### src/rtl/neuron_seq_pkg.sv
// Shared types and constants for the neuron core sequencer.
// Contents: sequencer state enum, 2-bit synapse type codes, potential width,
// and a helper that widens a synapse type into the datapath weight select.
package neuron_seq_pkg;

  localparam int unsigned POT_W = 8;
  localparam int unsigned SYN_W = 2;

  typedef enum logic [1:0] {
    IDLE  = 2'd0,
    SCAN  = 2'd1,
    STALL = 2'd2
  } seq_state_e;

  localparam logic [SYN_W-1:0] SYN_TYPE_0 = 2'd0;
  localparam logic [SYN_W-1:0] SYN_TYPE_1 = 2'd1;
  localparam logic [SYN_W-1:0] SYN_TYPE_2 = 2'd2;
  localparam logic [SYN_W-1:0] SYN_TYPE_3 = 2'd3;

  function automatic logic [POT_W-1:0] syn_weight_sel(input logic [SYN_W-1:0] t);
    return {{(POT_W-SYN_W){1'b0}}, t};
  endfunction

endpackage

### src/rtl/spike_fifo.sv
// Synchronous first-word-fall-through FIFO for output spike events.
// Ports:
//   clk_i, rst_i   : clock, synchronous active-high reset
//   push_i, data_i : write request and data
//   pop_i          : consume head entry (ignored when empty)
//   data_o         : head entry, '0 when empty
//   full_o, empty_o: occupancy flags
// A push while full is accepted when a pop happens in the same cycle.
module spike_fifo #(
  parameter int unsigned DEPTH = 4,
  parameter int unsigned WIDTH = 4
) (
  input  logic             clk_i,
  input  logic             rst_i,
  input  logic             push_i,
  input  logic [WIDTH-1:0] data_i,
  input  logic             pop_i,
  output logic [WIDTH-1:0] data_o,
  output logic             full_o,
  output logic             empty_o
);

  localparam int unsigned PW = $clog2(DEPTH);
  localparam logic [PW:0] DEPTH_C = (PW+1)'(DEPTH);

  logic [WIDTH-1:0] mem_q [DEPTH];
  logic [PW-1:0]    wr_ptr_q, rd_ptr_q;
  logic [PW:0]      count_q;
  logic             do_push, do_pop;

  assign full_o  = (count_q == DEPTH_C);
  assign empty_o = (count_q == '0);
  assign do_pop  = pop_i && !empty_o;
  assign do_push = push_i && (!full_o || do_pop);
  assign data_o  = empty_o ? '0 : mem_q[rd_ptr_q];

  always_ff @(posedge clk_i) begin
    if (rst_i) begin
      wr_ptr_q <= '0;
      rd_ptr_q <= '0;
      count_q  <= '0;
    end else begin
      if (do_push) wr_ptr_q <= wr_ptr_q + PW'(1);
      if (do_pop)  rd_ptr_q <= rd_ptr_q + PW'(1);
      case ({do_push, do_pop})
        2'b10:   count_q <= count_q + (PW+1)'(1);
        2'b01:   count_q <= count_q - (PW+1)'(1);
        default: count_q <= count_q;
      endcase
    end
  end

  // Storage needs no reset: the head is masked by empty_o.
  always_ff @(posedge clk_i) begin
    if (do_push) mem_q[wr_ptr_q] <= data_i;
  end

endmodule

### src/rtl/neuron_core_sequencer.sv
// Event-driven neuron core front end. Accepts axon spike events, latches the
// axon's connectivity row and synapse type, and walks neurons one per cycle
// through an external combinational neuron datapath, writing back potentials
// and queuing output spikes in a FWFT FIFO.
// Ports:
//   clk_i, rst_i                        : clock, synchronous active-high reset
//   spike_valid_i/spike_axon_i/spike_ready_o : input event handshake
//   cfg_we_i/cfg_axon_i/cfg_mask_i/cfg_type_i : connectivity table write
//   nb_potential_o/nb_weight_select_o/nb_enable_o : to datapath (0 when idle)
//   nb_new_potential_i/nb_spike_i       : datapath result, same cycle
//   out_valid_o/out_neuron_o/out_ready_i: output spike event stream
//   rd_neuron_i/rd_potential_o          : debug potential read
//   busy_o                              : high outside IDLE
//   spike_count_o                       : saturating push counter
// Optional feature: define NEURON_SEQ_SPIKE_CNT_EN to build the spike
// counter; otherwise spike_count_o is tied to 0.
module neuron_core_sequencer
  import neuron_seq_pkg::*;
#(
  parameter int unsigned NUM_NEURONS = 16,
  parameter int unsigned NUM_AXONS   = 16,
  parameter int unsigned FIFO_DEPTH  = 4
) (
  input  logic                           clk_i,
  input  logic                           rst_i,
  input  logic                           spike_valid_i,
  input  logic [$clog2(NUM_AXONS)-1:0]   spike_axon_i,
  output logic                           spike_ready_o,
  input  logic                           cfg_we_i,
  input  logic [$clog2(NUM_AXONS)-1:0]   cfg_axon_i,
  input  logic [NUM_NEURONS-1:0]         cfg_mask_i,
  input  logic [1:0]                     cfg_type_i,
  output logic [7:0]                     nb_potential_o,
  output logic [7:0]                     nb_weight_select_o,
  output logic                           nb_enable_o,
  input  logic [7:0]                     nb_new_potential_i,
  input  logic                           nb_spike_i,
  output logic                           out_valid_o,
  output logic [$clog2(NUM_NEURONS)-1:0] out_neuron_o,
  input  logic                           out_ready_i,
  input  logic [$clog2(NUM_NEURONS)-1:0] rd_neuron_i,
  output logic [7:0]                     rd_potential_o,
  output logic                           busy_o,
  output logic [15:0]                    spike_count_o
);

  localparam int unsigned NW = $clog2(NUM_NEURONS);
  localparam int unsigned AW = $clog2(NUM_AXONS);
  localparam logic [NW-1:0] LAST_IDX = NW'(NUM_NEURONS - 1);

  seq_state_e             state_q, state_d;
  logic [NW-1:0]          idx_q, idx_d;
  logic [NUM_NEURONS-1:0] mask_q, mask_d;
  logic [SYN_W-1:0]       type_q, type_d;

  logic [POT_W-1:0]       pot_q      [NUM_NEURONS];
  logic [NUM_NEURONS-1:0] cfg_mask_q [NUM_AXONS];
  logic [SYN_W-1:0]       cfg_type_q [NUM_AXONS];

  logic cur_conn, fifo_full, fifo_empty, fifo_pop, blocked, commit, fifo_push;

  // Current neuron is evaluated only while scanning and connected.
  assign cur_conn  = (state_q != IDLE) && mask_q[idx_q];
  assign fifo_pop  = out_ready_i && !fifo_empty;
  // A spiking neuron waits if the FIFO has no room even counting a same-cycle pop.
  assign blocked   = cur_conn && nb_spike_i && fifo_full && !fifo_pop;
  assign commit    = cur_conn && !blocked;
  assign fifo_push = commit && nb_spike_i;

  // ---------------- next-state / outputs ----------------
  always_comb begin
    state_d = state_q;
    idx_d   = idx_q;
    mask_d  = mask_q;
    type_d  = type_q;
    unique case (state_q)
      IDLE: begin
        if (spike_valid_i) begin
          mask_d  = cfg_mask_q[spike_axon_i];
          type_d  = cfg_type_q[spike_axon_i];
          idx_d   = '0;
          state_d = SCAN;
        end
      end
      SCAN, STALL: begin
        if (blocked) begin
          state_d = STALL;
        end else if (idx_q == LAST_IDX) begin
          state_d = IDLE;
        end else begin
          idx_d   = idx_q + NW'(1);
          state_d = SCAN;
        end
      end
      default: state_d = IDLE;
    endcase
  end

  always_comb begin
    spike_ready_o      = (state_q == IDLE);
    busy_o             = (state_q != IDLE);
    nb_enable_o        = cur_conn;
    nb_potential_o     = '0;
    nb_weight_select_o = '0;
    if (cur_conn) begin
      nb_potential_o     = pot_q[idx_q];
      nb_weight_select_o = syn_weight_sel(type_q);
    end
  end

  assign rd_potential_o = pot_q[rd_neuron_i];
  assign out_valid_o    = !fifo_empty;

  // ---------------- state registers ----------------
  always_ff @(posedge clk_i) begin
    if (rst_i) begin
      state_q <= IDLE;
      idx_q   <= '0;
      mask_q  <= '0;
      type_q  <= SYN_TYPE_0;
    end else begin
      state_q <= state_d;
      idx_q   <= idx_d;
      mask_q  <= mask_d;
      type_q  <= type_d;
    end
  end

  always_ff @(posedge clk_i) begin
    if (rst_i) begin
      for (int unsigned n = 0; n < NUM_NEURONS; n++) pot_q[n] <= '0;
    end else if (commit) begin
      pot_q[idx_q] <= nb_new_potential_i;
    end
  end

  always_ff @(posedge clk_i) begin
    if (rst_i) begin
      for (int unsigned a = 0; a < NUM_AXONS; a++) begin
        cfg_mask_q[a] <= '0;
        cfg_type_q[a] <= SYN_TYPE_0;
      end
    end else if (cfg_we_i) begin
      cfg_mask_q[cfg_axon_i] <= cfg_mask_i;
      cfg_type_q[cfg_axon_i] <= cfg_type_i;
    end
  end

  // ---------------- output spike FIFO ----------------
  spike_fifo #(
    .DEPTH(FIFO_DEPTH),
    .WIDTH(NW)
  ) u_out_fifo (
    .clk_i  (clk_i),
    .rst_i  (rst_i),
    .push_i (fifo_push),
    .data_i (idx_q),
    .pop_i  (fifo_pop),
    .data_o (out_neuron_o),
    .full_o (fifo_full),
    .empty_o(fifo_empty)
  );

  // ---------------- optional spike counter ----------------
`ifdef NEURON_SEQ_SPIKE_CNT_EN
  logic [15:0] spike_cnt_q;
  always_ff @(posedge clk_i) begin
    if (rst_i) begin
      spike_cnt_q <= '0;
    end else if (fifo_push && (spike_cnt_q != '1)) begin
      spike_cnt_q <= spike_cnt_q + 16'd1;
    end
  end
  assign spike_count_o = spike_cnt_q;
`else
  assign spike_count_o = '0;
`endif

endmodule

### config.mk
export PLATFORM = sky130hd
export DESIGN_NAME = neuron_core_sequencer
export DESIGN_NICKNAME = d
export VERILOG_FILES = /design/src/rtl/neuron_seq_pkg.sv /design/src/rtl/spike_fifo.sv /design/src/rtl/neuron_core_sequencer.sv
export SDC_FILE = /design/constraint.sdc
export NUM_CORES = 1
export LEC_CHECK = 0
export CELL_PAD_IN_SITES_DETAIL_PLACEMENT = 0
export CELL_PAD_IN_SITES_GLOBAL_PLACEMENT = 1
export CORE_ASPECT_RATIO = 0.6
export CORE_MARGIN = 4
export CORE_UTILIZATION = 50
export CTS_BUF_LIST = sky130_fd_sc_hd__clkbuf_8
export CTS_CLUSTER_SIZE = 16
export DETAILED_ROUTE_END_ITERATION = 8
export DONT_BUFFER_PORTS = 1
export GPL_ROUTABILITY_DRIVEN = 0
export PLACE_DENSITY = 0.81
export SYNTH_ARGS = -nofsm -noshare
export SYNTH_HDL_FRONTEND = slang
export SYNTH_SLANG_ARGS = --single-unit
### constraint.sdc
create_clock -name clk_i -period 2.4 [get_ports clk_i]
set_clock_uncertainty 0.15 [all_clocks]
set_input_delay 0.48 -clock clk_i [delete_from_list [all_inputs] [get_ports clk_i]]
set_output_delay 0.48 -clock clk_i [all_outputs]
set_load 0.01 [all_outputs]
# Yosys cells after proc, flatten, opt, wreduce, memory -nomap -nowiden
# Memory sizes are Yosys's and may differ from the RTL's. A register that Yosys moved wholly into a read port is not among the register bits.
# Index checks and enable logic that the tools add are counted.
[classes] add_sub_neg=5 n_mul=0 div=0 order_cmp=1 n_eq_ne=9 shifts=0 n_mux=37 bitwise_logic=0 reduce_logical=25
[op_table] cell="$mux 4" n=9
[op_table] cell="$mux 16" n=1
[op_table] cell="$mux 8" n=2
[op_table] cell="$reduce_or 16->1" n=1
[op_table] cell="$mux 1" n=15
[op_table] cell="$mux 2" n=6
[op_table] cell="$logic_and 1x1->1" n=9
[op_table] cell="$pmux 4 s2" n=1
[op_table] cell="$reduce_or 8->1" n=1
[op_table] cell="$ne 2x2->1 const B" n=3
[op_table] cell="$pmux 3 s2" n=1
[op_table] cell="$reduce_bool 2->1" n=3
[op_table] cell="$lt 4x5->1 const B" n=1
[op_table] cell="$add 2x1->2 const B" n=2
[op_table] cell="$add 4x1->4 const B" n=1
[op_table] cell="$bmux 1 s4" n=1
[op_table] cell="$eq 2x1->1 const B" n=2
[op_table] cell="$eq 2x2->1 const B" n=2
[op_table] cell="$eq 4x4->1 const B" n=1
[op_table] cell="$logic_not 1->1" n=4
[op_table] cell="$pmux 2 s2" n=1
[op_table] cell="$reduce_and 4->1" n=1
[op_table] cell="$reduce_or 2->1" n=2
[op_table] cell="$add 3x1->3 const B" n=1
[op_table] cell="6 further kinds" n=6
[totals] reg_bits=13 latchBits=0 mem_bits_rw=432 romBits=0 in_bits=44 out_inout_bits=48 word_cells=86 memories=4
[mem_list] memory="cfg_mask_q" depth=16 width=16 rd=1 rd_clocked_by_memory_dff=1 write_ports=16 line_no="neuron_core_sequencer.sv:57" source="logic [NUM_NEURONS-1:0] cfg_mask_q [NUM_AXONS];"
[mem_list] memory="pot_q" depth=16 width=8 rd=2 rd_clocked_by_memory_dff=1 write_ports=16 line_no="neuron_core_sequencer.sv:56" source="logic [POT_W-1:0] pot_q [NUM_NEURONS];"
[mem_list] memory="cfg_type_q" depth=16 width=2 rd=1 rd_clocked_by_memory_dff=1 write_ports=16 line_no="neuron_core_sequencer.sv:58" source="logic [SYN_W-1:0] cfg_type_q [NUM_AXONS];"
[mem_list] memory="u_out_fifo.mem_q" depth=4 width=4 rd=1 rd_clocked_by_memory_dff=1 write_ports=1 line_no="spike_fifo.sv:26" source="logic [WIDTH-1:0] mem_q [DEPTH];"

# Logic depth before layout (Yosys ltp)
[depth] ltp_word=13 ltp_mapped=12 ltp_nobuf=12

# Hierarchy
# Synthesis repeated with hierarchy kept, for this count alone.
[hier_totals] hier_cells=1448 area_unflattened_um2=22405.2
[by_module_without_submodules] mod="neuron_core_sequencer" instances=1 cells_each=1370 area_each_um2=21299.2
[by_module_without_submodules] mod="spike_fifo" instances=1 cells_each=78 area_each_um2=1106.1

# Least setup slack after synthesis
# OpenSTA, ideal clock, no wires.
[synth_timing] kind="input -> output" start="input rd_neuron_i[0]" end="output rd_potential_o[0]" arrival_ns=2.022 required_ns=1.770 path_slack_ns=-0.252 cell_stages=4 n_path_buf=2 cell_sequence="clkbuf_1 -> buf_2 -> mux4_2 -> mux4_2"
[synth_via] elab_chain_len=1
[synth_rtl] item="start: declaration" line_no="neuron_core_sequencer.sv:41" source="input logic [$clog2(NUM_NEURONS)-1:0] rd_neuron_i,"
[synth_rtl] item="$mem_v2 16x8"
[synth_rtl] item="end: declaration" line_no="neuron_core_sequencer.sv:42" source="output logic [7:0] rd_potential_o,"
# No other way between the ends.

==> metrics <==
status=finished, violations left; failing checks=negative setup slack; share of cells above drive strength 1=between 20% and 30%; core area=43800 sq um; GRT Util Overall=23.6%; Tot Pwr=0.0172 W; CTS sink cnt=~470; CTS clock-pin slew for the worst setup and hold paths=60 ps; Rows=59; r2r startpoint=idx_q[1]; final core occ=58.2%; nets=1560; DP Area=23500 sq um; Buf+Inv Stages, Crit Path=1; fillers=between 3k and 4k; Most common cell on crit path=mux4_2; Synth cell types=approximately 50; Sum Neg Setup Slack=-10770 ps; cell family with most CP delay=multiplexers; Main synth FF type=edfxtp_1; CTS Root Cell=clkbuf_8; worst rel slew slack=a little under two fifths; drc violations=0; Die X=282 microns; total CTS buffers=71; remaining antenna violation count=0; average wire per standard cell=26.2 microns; Critical Path AT=2420 ps; CTS tree=built; Via Count=12.7k; Peak VDD IR=approximately 0.41 mV; Max Cap Violations=0; Via density=5.95; RSZ-0062 raised after global routing=yes; CP max stage delay=between 500 and 600 ps; Async S/R FF share, synth=0%; max-slew violations=0; Area Growth Syn to Fin=13.6%; I/O Buffers=0; critical path cell sequence=buf_12, mux4_2, mux4_2, nor2b_1; worst min path class=input pin to flip-flop; total die area=~48000 sq um; H-tree depth=3; leak pwr=9.09 nW; worst reg2reg endpoint=u_out_fifo.count_q[2]; critical-path maximum fanout=12; routed wire length=approximately 56000 microns; initial antenna violation count=7; final critical-path share of the clock period=127%; clk buf depth=3; flop2flop setup slack=-200 ps; Clock Latency Late Sink=between 600 and 700 ps; slowest CP cell=mux4_2; area of the multi-input gates=about 8400 sq um; Worst setup EP type=output port; vias in the first global route=around 12k; Final Cell Area=about 26000 sq um; syn_area_per_cell=between 15 and 20 sq um; Setup violations, final=69; Starting Density=51.2%; EDFF count, synth=432; PnR worst setup slack=-650 ps; Pre-antenna DRT Iters=5; CP Launch Type=flip-flop; Hold Crit Endpoint=mask_q[6]; cell area after synthesis=22500 sq um; achievable frequency=328 MHz; first-pass GRT wire length=82900 microns; Die H=172 microns; sequential fraction of the synthesis area=between 60 and 70%; hold slack=roughly 47 ps; FF+latch count, synth=469; hold path cells=2; actual slew at the worst max-slew pin=926 ps; WP data required=1770 ps; yosys warns=0; PwrDens=674 nW/um^2; Final min period=about 3000 ps; crit path kind=flip-flop to output port; Final Hold Viols=0; Hold Crit Start=spike_axon_i[3]; post-DP HPWL=~36000 microns; Post-Syn Instances=1400; Initial DRC Count=between 1.5k and 2k; largest net degree at the start of global routing=73; Sequential Area=around 14000 sq um; num ports=92; r2r worst-path depth=13; GRT overflow=0
[metrics by stage]
stage	std cells	setup WS (ps)
floorplan	1421	6.34
global placement	1962	-60.3
detailed placement	1962	-106
CTS	2135	-686
global route	2140	-715
finish	2142	-650
[cell families after synthesis]
kind of cell / after synthesis / synth area share, %
mux: 183 / 17.8
flops: 469 / 61.0
other cells: 1 / 0.0167
compound gates: 44 / 1.60
simple gates: 557 / 15.9
buf+inv: 129 / 2.71
xor+xnor: 5 / 0.195
fa+ha+maj: 12 / 0.702
[report_power, final]
part	total (W)	leakage [nW]	internal, W	switching (W)
combinational	0.00151	3.79	0.000744	0.000767
sequential	0.00946	4.52	0.00931	0.000156
clock	0.00623	0.776	0.00299	0.00324
total	0.0172	9.09	0.0130	0.00416
[repair_timing]
action	in CTS	in global routing
gates resized for setup	38	31
buffers inserted	9	6
endpoints found under the setup margin	104	302
cloned	1	1
pin swaps	20	21
hold buffers	33	0
hold endpoints to repair	440	0
[cell usage after synthesis, types with 6 or more instances]
cell        n  area, sq um
nor3_4     10          163
buf_2      15         75.1
edfxtp_1  432        13000
or2_2      28          175
nor2_1     24         90.1
ha_1       11          138
buf_1       6         22.5
inv_1      14         52.6
clkbuf_1   70          263
nand2b_1   10         62.6
and2_1    428         2680
a22o_1     18          158
nand2_1    14         52.6
nor2b_1    15         93.8
a21oi_1     8         40.0
buf_4      22          165
mux2i_1     9         90.1
dfxtp_1    37          741
mux4_2    174         3920
[cells in the final DEF, fill, tap and decap left out, types with 16 or more instances in the layout]
| master | instances |
|---|---|
| nor2_1 | 22 |
| a22o_1 | 18 |
| clkbuf_8 | 73 |
| mux4_2 | 174 |
| inv_1 | 39 |
| buf_4 | 60 |
| conb_1 | 22 |
| dlygate4sd3_1 | 33 |
| edfxtp_1 | 432 |
| and2_1 | 419 |
| dfxtp_1 | 29 |
| buf_12 | 16 |
| or2_2 | 16 |
| or2_4 | 16 |
[layout make-up]
class | instances | share of cell area (%)
Sequential cell | 469 | 53.8
Clock buffer | 73 | 3.94
Tap cell | 579 | 2.84
Clock inverter | 57 | 1.17
Inverter | 14 | 0.216
Multi-Input combinational cell | 824 | 33.0
Antenna cell | 2 | 0.0196
Timing Repair Buffer | 124 | 5.03
[worst max-delay path by stage]
stage                              start                     to  slack [ps]  cells after the start
after floorplan           rd_neuron_i[0]      rd_potential_o[0]           6                      4
after global placement       out_ready_i  u_out_fifo.count_q[2]         -60                     10
after detailed placement     out_ready_i  u_out_fifo.count_q[2]        -110                     10
after CTS                      flip-flop      nb_potential_o[3]        -690                      4
after global routing           flip-flop      nb_potential_o[7]        -710                      4
final                          flip-flop      nb_potential_o[0]        -650                      4
[registers in the layout (all words and copies together) (netlist names), named ones only]
signal / cells
u_out_fifo.wr_ptr_q: 2
u_out_fifo.count_q: 3
u_out_fifo.rd_ptr_q: 2
type_q: 2
u_out_fifo.mem_q: 16
cfg_mask_q: 256
pot_q: 128
cfg_type_q: 32
state_q: 2
idx_q: 4
mask_q: 16
[worst reg2reg max path: stages (launching register included)]
cell	delay [ps]
dfxtp_4	400
buf_6	140
mux2i_1	200
nand2_1	100
nand4_2	110
buf_6	140
a21oi_4	60
inv_2	60
ha_4	130
inv_2	40
fa_2	340
xor2_1	160
or3_1	370
a21oi_2	140
[metal layers]
metal | part of all wire (%) | GRT usage, % | vias up
li1 | - | - | 5457
met1 | 45 | 37.4 | 6537
met2 | 40 | 30.6 | 676
met3 | 14 | 9.62 | 61
met4 | 1.1 | 4.31 | 4
met5 | 0.037 | 0 | -
Note: power is estimated with default switching activity, not from simulation.
